[src/rtl/cop0_irq.sv]
// cop0_irq: MIPS coprocessor-0 register file with Count/Compare timer, external interrupts, ERET and nested-exception EPC protection
module cop0_irq #(
    parameter int HW_IRQ      = 6,
    parameter int COUNT_DIV   = 2,
    parameter int SYNC_STAGES = 2
) (
    input  logic              clk,
    input  logic              rst,
    input  logic [7:0]        raddr,
    output logic [31:0]       rdata,
    input  logic              wen,
    input  logic [7:0]        waddr,
    input  logic [31:0]       wdata,
    input  logic [HW_IRQ-1:0] hw_int,
    input  logic              exp_en,
    input  logic              exp_badvaddr_en,
    input  logic [31:0]       exp_badvaddr,
    input  logic              exp_bd,
    input  logic [4:0]        exp_code,
    input  logic [31:0]       exp_epc,
    input  logic              eret,
    output logic [31:0]       epc_address,
    output logic              int_pending,
    output logic              status_exl
);
    localparam int PW = COUNT_DIV > 1 ? $clog2(COUNT_DIV) : 1;
    localparam logic [7:0] A_BADV = 8'h40, A_COUNT = 8'h48, A_COMPARE = 8'h58,
                           A_STATUS = 8'h60, A_CAUSE = 8'h68, A_EPC = 8'h70;

    logic [PW-1:0]                     presc_q, presc_d;
    logic [31:0]                       count_q, count_d, compare_q, compare_d;
    logic [31:0]                       epc_q, epc_d, badv_q, badv_d;
    logic [7:0]                        im_q, im_d;
    logic                              ie_q, ie_d, exl_q, exl_d, bd_q, bd_d, ti_q, ti_d;
    logic [4:0]                        exc_q, exc_d;
    logic [1:0]                        ip_sw_q, ip_sw_d;
    logic [5:0]                        ip_hw_q, ip_hw_d;
    logic [SYNC_STAGES-1:0][HW_IRQ-1:0] sync_q, sync_d;
    logic [7:0]                        ip;
    logic                              tick, wr_count, wr_compare, wr_status, wr_cause, wr_epc, first_exc;

    // Next-state logic: timer, exception bookkeeping (exp_en > eret > MTC0) and interrupt synchronisers
    always_comb begin
        wr_count   = wen & (waddr == A_COUNT);
        wr_compare = wen & (waddr == A_COMPARE);
        wr_status  = wen & (waddr == A_STATUS);
        wr_cause   = wen & (waddr == A_CAUSE);
        wr_epc     = wen & (waddr == A_EPC);
        tick       = presc_q == PW'(COUNT_DIV - 1);
        first_exc  = exp_en & ~exl_q;
        presc_d    = (wr_count | tick) ? '0 : presc_q + 1'b1;
        count_d    = wr_count ? wdata : tick ? count_q + 32'd1 : count_q;
        compare_d  = wr_compare ? wdata : compare_q;
        ti_d       = wr_compare ? 1'b0 : (tick & ~wr_count & (count_q + 32'd1 == compare_q)) ? 1'b1 : ti_q;
        im_d       = wr_status ? wdata[15:8] : im_q;
        ie_d       = wr_status ? wdata[0] : ie_q;
        exl_d      = exp_en ? 1'b1 : eret ? 1'b0 : wr_status ? wdata[1] : exl_q;
        epc_d      = first_exc ? exp_epc : wr_epc ? wdata : epc_q;
        bd_d       = first_exc ? exp_bd : bd_q;
        exc_d      = exp_en ? exp_code : exc_q;
        badv_d     = (exp_en & exp_badvaddr_en) ? exp_badvaddr : badv_q;
        ip_sw_d    = wr_cause ? wdata[9:8] : ip_sw_q;
        sync_d[0]  = hw_int;
        for (int k = 1; k < SYNC_STAGES; k++) sync_d[k] = sync_q[k-1];
        ip_hw_d    = '0;
        ip_hw_d[HW_IRQ-1:0] = sync_q[SYNC_STAGES-1];
    end

    // State registers; reset wins over every strobe
    always_ff @(posedge clk) begin
        if (rst) begin
            presc_q   <= '0;
            count_q   <= '0;
            compare_q <= '0;
            epc_q     <= '0;
            badv_q    <= '0;
            im_q      <= '0;
            ie_q      <= 1'b0;
            exl_q     <= 1'b0;
            bd_q      <= 1'b0;
            ti_q      <= 1'b0;
            exc_q     <= '0;
            ip_sw_q   <= '0;
            ip_hw_q   <= '0;
            sync_q    <= '0;
        end else begin
            presc_q   <= presc_d;
            count_q   <= count_d;
            compare_q <= compare_d;
            epc_q     <= epc_d;
            badv_q    <= badv_d;
            im_q      <= im_d;
            ie_q      <= ie_d;
            exl_q     <= exl_d;
            bd_q      <= bd_d;
            ti_q      <= ti_d;
            exc_q     <= exc_d;
            ip_sw_q   <= ip_sw_d;
            ip_hw_q   <= ip_hw_d;
            sync_q    <= sync_d;
        end
    end

    // Read mux and interrupt request, purely from current state
    always_comb begin
        ip          = {ip_hw_q[5] | ti_q, ip_hw_q[4:0], ip_sw_q};
        int_pending = ie_q & ~exl_q & |(ip & im_q);
        status_exl  = exl_q;
        epc_address = epc_q;
        case (raddr)
            A_BADV:    rdata = badv_q;
            A_COUNT:   rdata = count_q;
            A_COMPARE: rdata = compare_q;
            A_STATUS:  rdata = {9'b0, 1'b1, 6'b0, im_q, 6'b0, exl_q, ie_q};
            A_CAUSE:   rdata = {bd_q, ti_q, 14'b0, ip, 1'b0, exc_q, 2'b0};
            A_EPC:     rdata = epc_q;
            default:   rdata = '0;
        endcase
    end
endmodule

[config.mk]
export PLATFORM = sky130hd
export DESIGN_NAME = cop0_irq
export DESIGN_NICKNAME = d
export VERILOG_FILES = /design/src/rtl/cop0_irq.sv
export SDC_FILE = /design/constraint.sdc
export NUM_CORES = 1
export LEC_CHECK = 0
export ABC_AREA = 1
export BUFFER_PORTS_ARGS = -buffer_cell sky130_fd_sc_hd__buf_2
export CORE_AREA = 5 5 160 162
export CTS_CLUSTER_SIZE = 10
export DETAILED_ROUTE_END_ITERATION = 10
export DIE_AREA = 0 0 165 167
export PLACE_DENSITY_LB_ADDON = 0.12
export SLEW_MARGIN = 20
export SYNTH_ARGS = -nofsm -noshare
export SYNTH_HDL_FRONTEND = slang
export SYNTH_SLANG_ARGS = --single-unit
[constraint.sdc]
create_clock -name clk -period 6.9 [get_ports clk]
set_clock_uncertainty 0.15 [all_clocks]
set_input_delay 1.38 -clock clk [delete_from_list [all_inputs] [get_ports clk]]
set_output_delay 1.38 -clock clk [all_outputs]
set_load 0.05 [all_outputs]
# ---- Word-level counts from Yosys, hierarchy flattened
# Cells that the tools add are included.
dict set report word_totals {
  ff_bits 166
  word_cells 59
  out_inout_bits 66
  input_bits 130
}
dict set report op_classes {
  eq_ne 12
  bitwise_logic 16
  addsub 2
  reduce_logical 6
  mux 8
}
# op count
set ops {}
lappend ops {{one-hot mux 32 bit (6 select lines)} 1}
lappend ops {{two-way mux 32 bit} 4}
lappend ops {{equality test 8 x 7 -> 1 bit, second input constant} 11}
lappend ops {{adder 32 x 1 -> 32 bit, second input constant} 1}
lappend ops {{equality test 32 bit} 1}
lappend ops {{AND 1 bit} 11}
lappend ops {{AND 8 bit} 1}
lappend ops {{OR reduction 8 bit} 1}
lappend ops {{nonzero test 2 bit} 2}
lappend ops {{OR reduction 2 bit} 2}
lappend ops {{two-way mux 1 bit} 3}
lappend ops {{nonzero test 3 bit} 1}
lappend ops {{NOT 1 bit} 2}
lappend ops {{OR 1 bit} 2}
lappend ops {{adder 1 bit, second input constant} 1}

# ---- Depth between registers and ports, before layout
dict set report logic_depth {
  depth_word 5
  ltp_mapped 15
  depth_no_buf 15
}

# ---- Worst setup path after synthesis
# No wires, ideal clock.
dict set report synth_timing {
  kind {input to output}
  startpoint {input port raddr[1]}
  endpoint {output port rdata[17]}
  required_ps 5370
  setup_slack_ps 1745
  arrival_ps 3625
  stages 7
  path_cell_list {or2_1 > nor3b_4 > nand2_1 > or3_1 > buf_2 > buf_6 > o21ai_0}
}
dict set report synth_via {
  elab_chain_len 2
}
# element line_no
set synth_lines {}
lappend synth_lines {{start: declaration} 9} ;# input logic [7:0] raddr,
lappend synth_lines {{equality test 8 x 7 -> 1 bit} 110} ;# case (raddr)
lappend synth_lines {{one-hot mux 32 bit (6 select lines) *} 110}
lappend synth_lines {{end: declaration} 10} ;# output logic [31:0] rdata,
# Mark *: on every way between the ends. The rest lies on a longest branch, timed or not.

# ---- Worst setup path in the final report
dict set report layout_timing {
  startpoint {input port raddr[1]}
  endpoint {output port rdata[25]}
}
# Same word-level chain as after synthesis.

==> flow_summary.yaml <==
worst_setup_path:
  cp_top_family: "simple AND/OR/NAND/NOR gates"
  cp.required_ns: 5.37
  path_class: "input port to output pin"
  cp.arrival_ns: 3.50
  critPathLaunchType: "input port"
  cp-end-kind: "output pin"
  critical_path_buf_inv_count: 4
  crit_slowest_cell: "or3_1"
  crit_chain: "buf_2 > or2_1 > nor3b_4 > nand2_1 > or3_1 > buf_4 > clkinv_2 > nand2_1 > o2111ai_1 > buf_2"
  crit_fanout: 17
  crit_path_max_incr_delay_ns: 0.33
placed_design:
  place.gp.congestion: 0.965
  hpwl_mm: 26.3
  port_buffers: 195
  dp_slack_ns: 1.90
  placed_area_sq_mm: 0.0101
global_route:
  grt_pass1_wl_mm: 53.8
  grt_antenna_before_repair: 0
  grt_max_degree: 67
  grt_pass1_vias: 9221
  grt-ovfl-total: 0
  grt.total_usage_pct: 25.2
route:
  wirelength_mm: 35.3
  drt-vias-per-instance: 5.30
  vias: 9865
  first_pass_iters: 6
  antenna_left: 0
  wire_per_inst_microns: 19.0
  drtIter0Drc: 981
  drc: 0
clocking:
  cts_made_buffers: 17
  cts_tree: "yes"
  h-tree-depth: 4
  cts_hold_buf: 0
  postCtsSetupBuffers: 0
  clkTransAtPathRegs_ns: 0.07
  cts_root_buf: "clkbuf_16"
  clockBufferDepth: 2
  insertion_delay_ns: 0.43
  cts.sinks: 166
  cts_resized: 0
synthesis:
  synth_fa_ha_area_share_pct: 0.140
  syn-cell-area_sq_mm: 0.00893
  muxShareOfSynthArea_pct: 0
  synth_top_family_by_area: "simple AND/OR/NAND/NOR gates"
  synthSimpleGateAreaFrac_pct: 32.4
  yosysWarningCount: 0
  synth_nets: 1499
  ys_seq_elements: 166
  synth_top_area_share_pct: 37.2
  yosysUniqueCellTypes: 47
  synth-xor-area-share_pct: 1.70
  syn_inst: 1368
  synth_compound_area_share_pct: 19.3
  synth_area_leaders: "dfxtp_1 37%, nand2_1 16%, nor2_1 7.1%, o21ai_0 6.1%, inv_1 5.8%"
  yosysSeqAreaShare_pct: 37.2
  avgSynthCellArea_sq_um: 6.52
  synth_top_area_cell: "dfxtp_1"
flow_run:
  maxCapViolCount: 0
finish:
  n_fill_cell: 2585
  regArea_sq_mm: 0.00332
  mostFrequentLayoutCells: "382 x nand2_1, 195 x buf_2, 167 x nor2_1"
  nNetsFinal: 1655
  layout_commonest_cell: "nand2_1"
  drive_gt1_share_pct: 18.0
  fin_area_sq_mm: 0.0107
  synthToLayoutAreaGrowth_pct: 20.1
  fin_util_pct: 44.7
  multiInputGateArea_sq_mm: 0.00479
  diodes: 0
die:
  fp.dieH_microns: 167
  initial_utilization_pct: 37.2
  die_w_microns: 165
  ios: 196
  rows: 57
  design.core.area_sq_mm: 0.0240
  die-area_sq_mm: 0.0276
timing:
  slew_headroom_pct: 30.4
  finalHoldViolations: 0
  drv_slew: 0
  setup_tns_ns: 0
  fin_crit_ns: 5.03
  finalSetupViolations: 0
  timing.fmax_ghz: 0.199
  rsz0062_at_grt: "no"
  tightest_slew_ns: 1.04
  fin_ws_ns: 1.87
  period_share_pct: 72.9
power_and_ir_drop:
  ir_drop_mv: 0.105
  p_leak_nw: 4.51
  pwr_density_cell_mw_per_mm2: 208
status:
  status: "completed"
worst_hold_path:
  hp-class: "flop to flop"
==> routing by layer <==
layer	track usage, %	share of wire [%]	vias up
met5	0	0	-
met4	7.31	2.4	0
met3	5.71	9.3	50
met2	36.0	42	466
met1	37.7	46	4524
li1	-	-	4825
==> flip-flops by register name, summed over array words and instances, names as in the netlist <==
name and cells:
status_exl 1, im_q 8, exc_q 5, ip_hw_d 6
compare_q 32, ie_q 1, presc_q 1, count_q 32
ti_q 1, epc_address 32, ip_sw_q 2, badv_q 32
ip_hw_q 6, bd_q 1, sync_d 6
==> area by class of cell <==
class,count,area share (%)
well taps,324,3.78
repair buffers,206,9.88
inverters,143,5.02
flip-flops and latches,166,31.0
clock buffers,18,4.10
multi-input cells,990,44.7
clock inverters,14,1.48
==> cells in the mapped netlist, drive strengths merged <==
master   instances
nor2           182
nand3b           1
or3              1
a211o            1
o21ai          110
xor2             3
a21oi           61
inv            141
buf             10
a32o             3
a21boi           1
nand3          103
a221oi          15
a31oi           59
o221ai           8
nor3             6
clkinv           2
nor3b            1
clkbuf          59
o211ai           1
ha               1
xnor2            4
xnor3            4
o2111ai         15
a211oi           2
and2             2
o22ai           11
a22oi            1
nand2          392
or2              1
nand4            1
dfxtp          166
==> through the flow <==
stage	power, mW	hold slack [ns]	instances
after global routing	2.31	0.267	1861
after detailed placement	1.29	0.243	1829
after global placement	1.29	0.240	1829
after CTS	2.24	0.254	1861
after floorplan	1.18	0.238	1368
final	2.23	0.252	1861
==> report_power, final <==
| part | leakage (nW) | total, mW | internal, mW | switching, mW |
|---|---|---|---|---|
| clock network | 0.288 | 0.960 | 0.495 | 0.465 |
| logic | 2.86 | 0.246 | 0.0727 | 0.174 |
| registers | 1.36 | 1.03 | 0.993 | 0.0321 |
| total | 4.51 | 2.23 | 1.56 | 0.670 |
==> cells by family (layout without fill, tap and decap cells) <==
group           Yosys count  after routing
buf+inv                 212            381
simple gates            690            690
fa+ha+maj                 1              1
xor+xnor                 11             11
compound gates          288            288
flops                   166            166
==> worst paths after layout <==
check / from / end / slack, ns / depth (start not counted)
hold reg to reg: sync_d[7]$_SDFF_PP0_ / ip_hw_d[1]$_SDFF_PP0_ / 0.25 / 2
setup / recovery: raddr[1] / rdata[25] / 1.87 / 10
hold / removal: sync_d[7]$_SDFF_PP0_ / ip_hw_d[1]$_SDFF_PP0_ / 0.25 / 2
setup reg to reg: count_q[0]$_SDFFE_PP0P_ / ti_q$_SDFFE_PP0P_ / 4.17 / 15
==> worst min-delay path, cell delays in order (launching register included) <==
cell and delay [ns]:
dfxtp_1 0.30, inv_1 0.04, nor2_1 0.03
No activity file was read; power rests on OpenSTA's default activity.
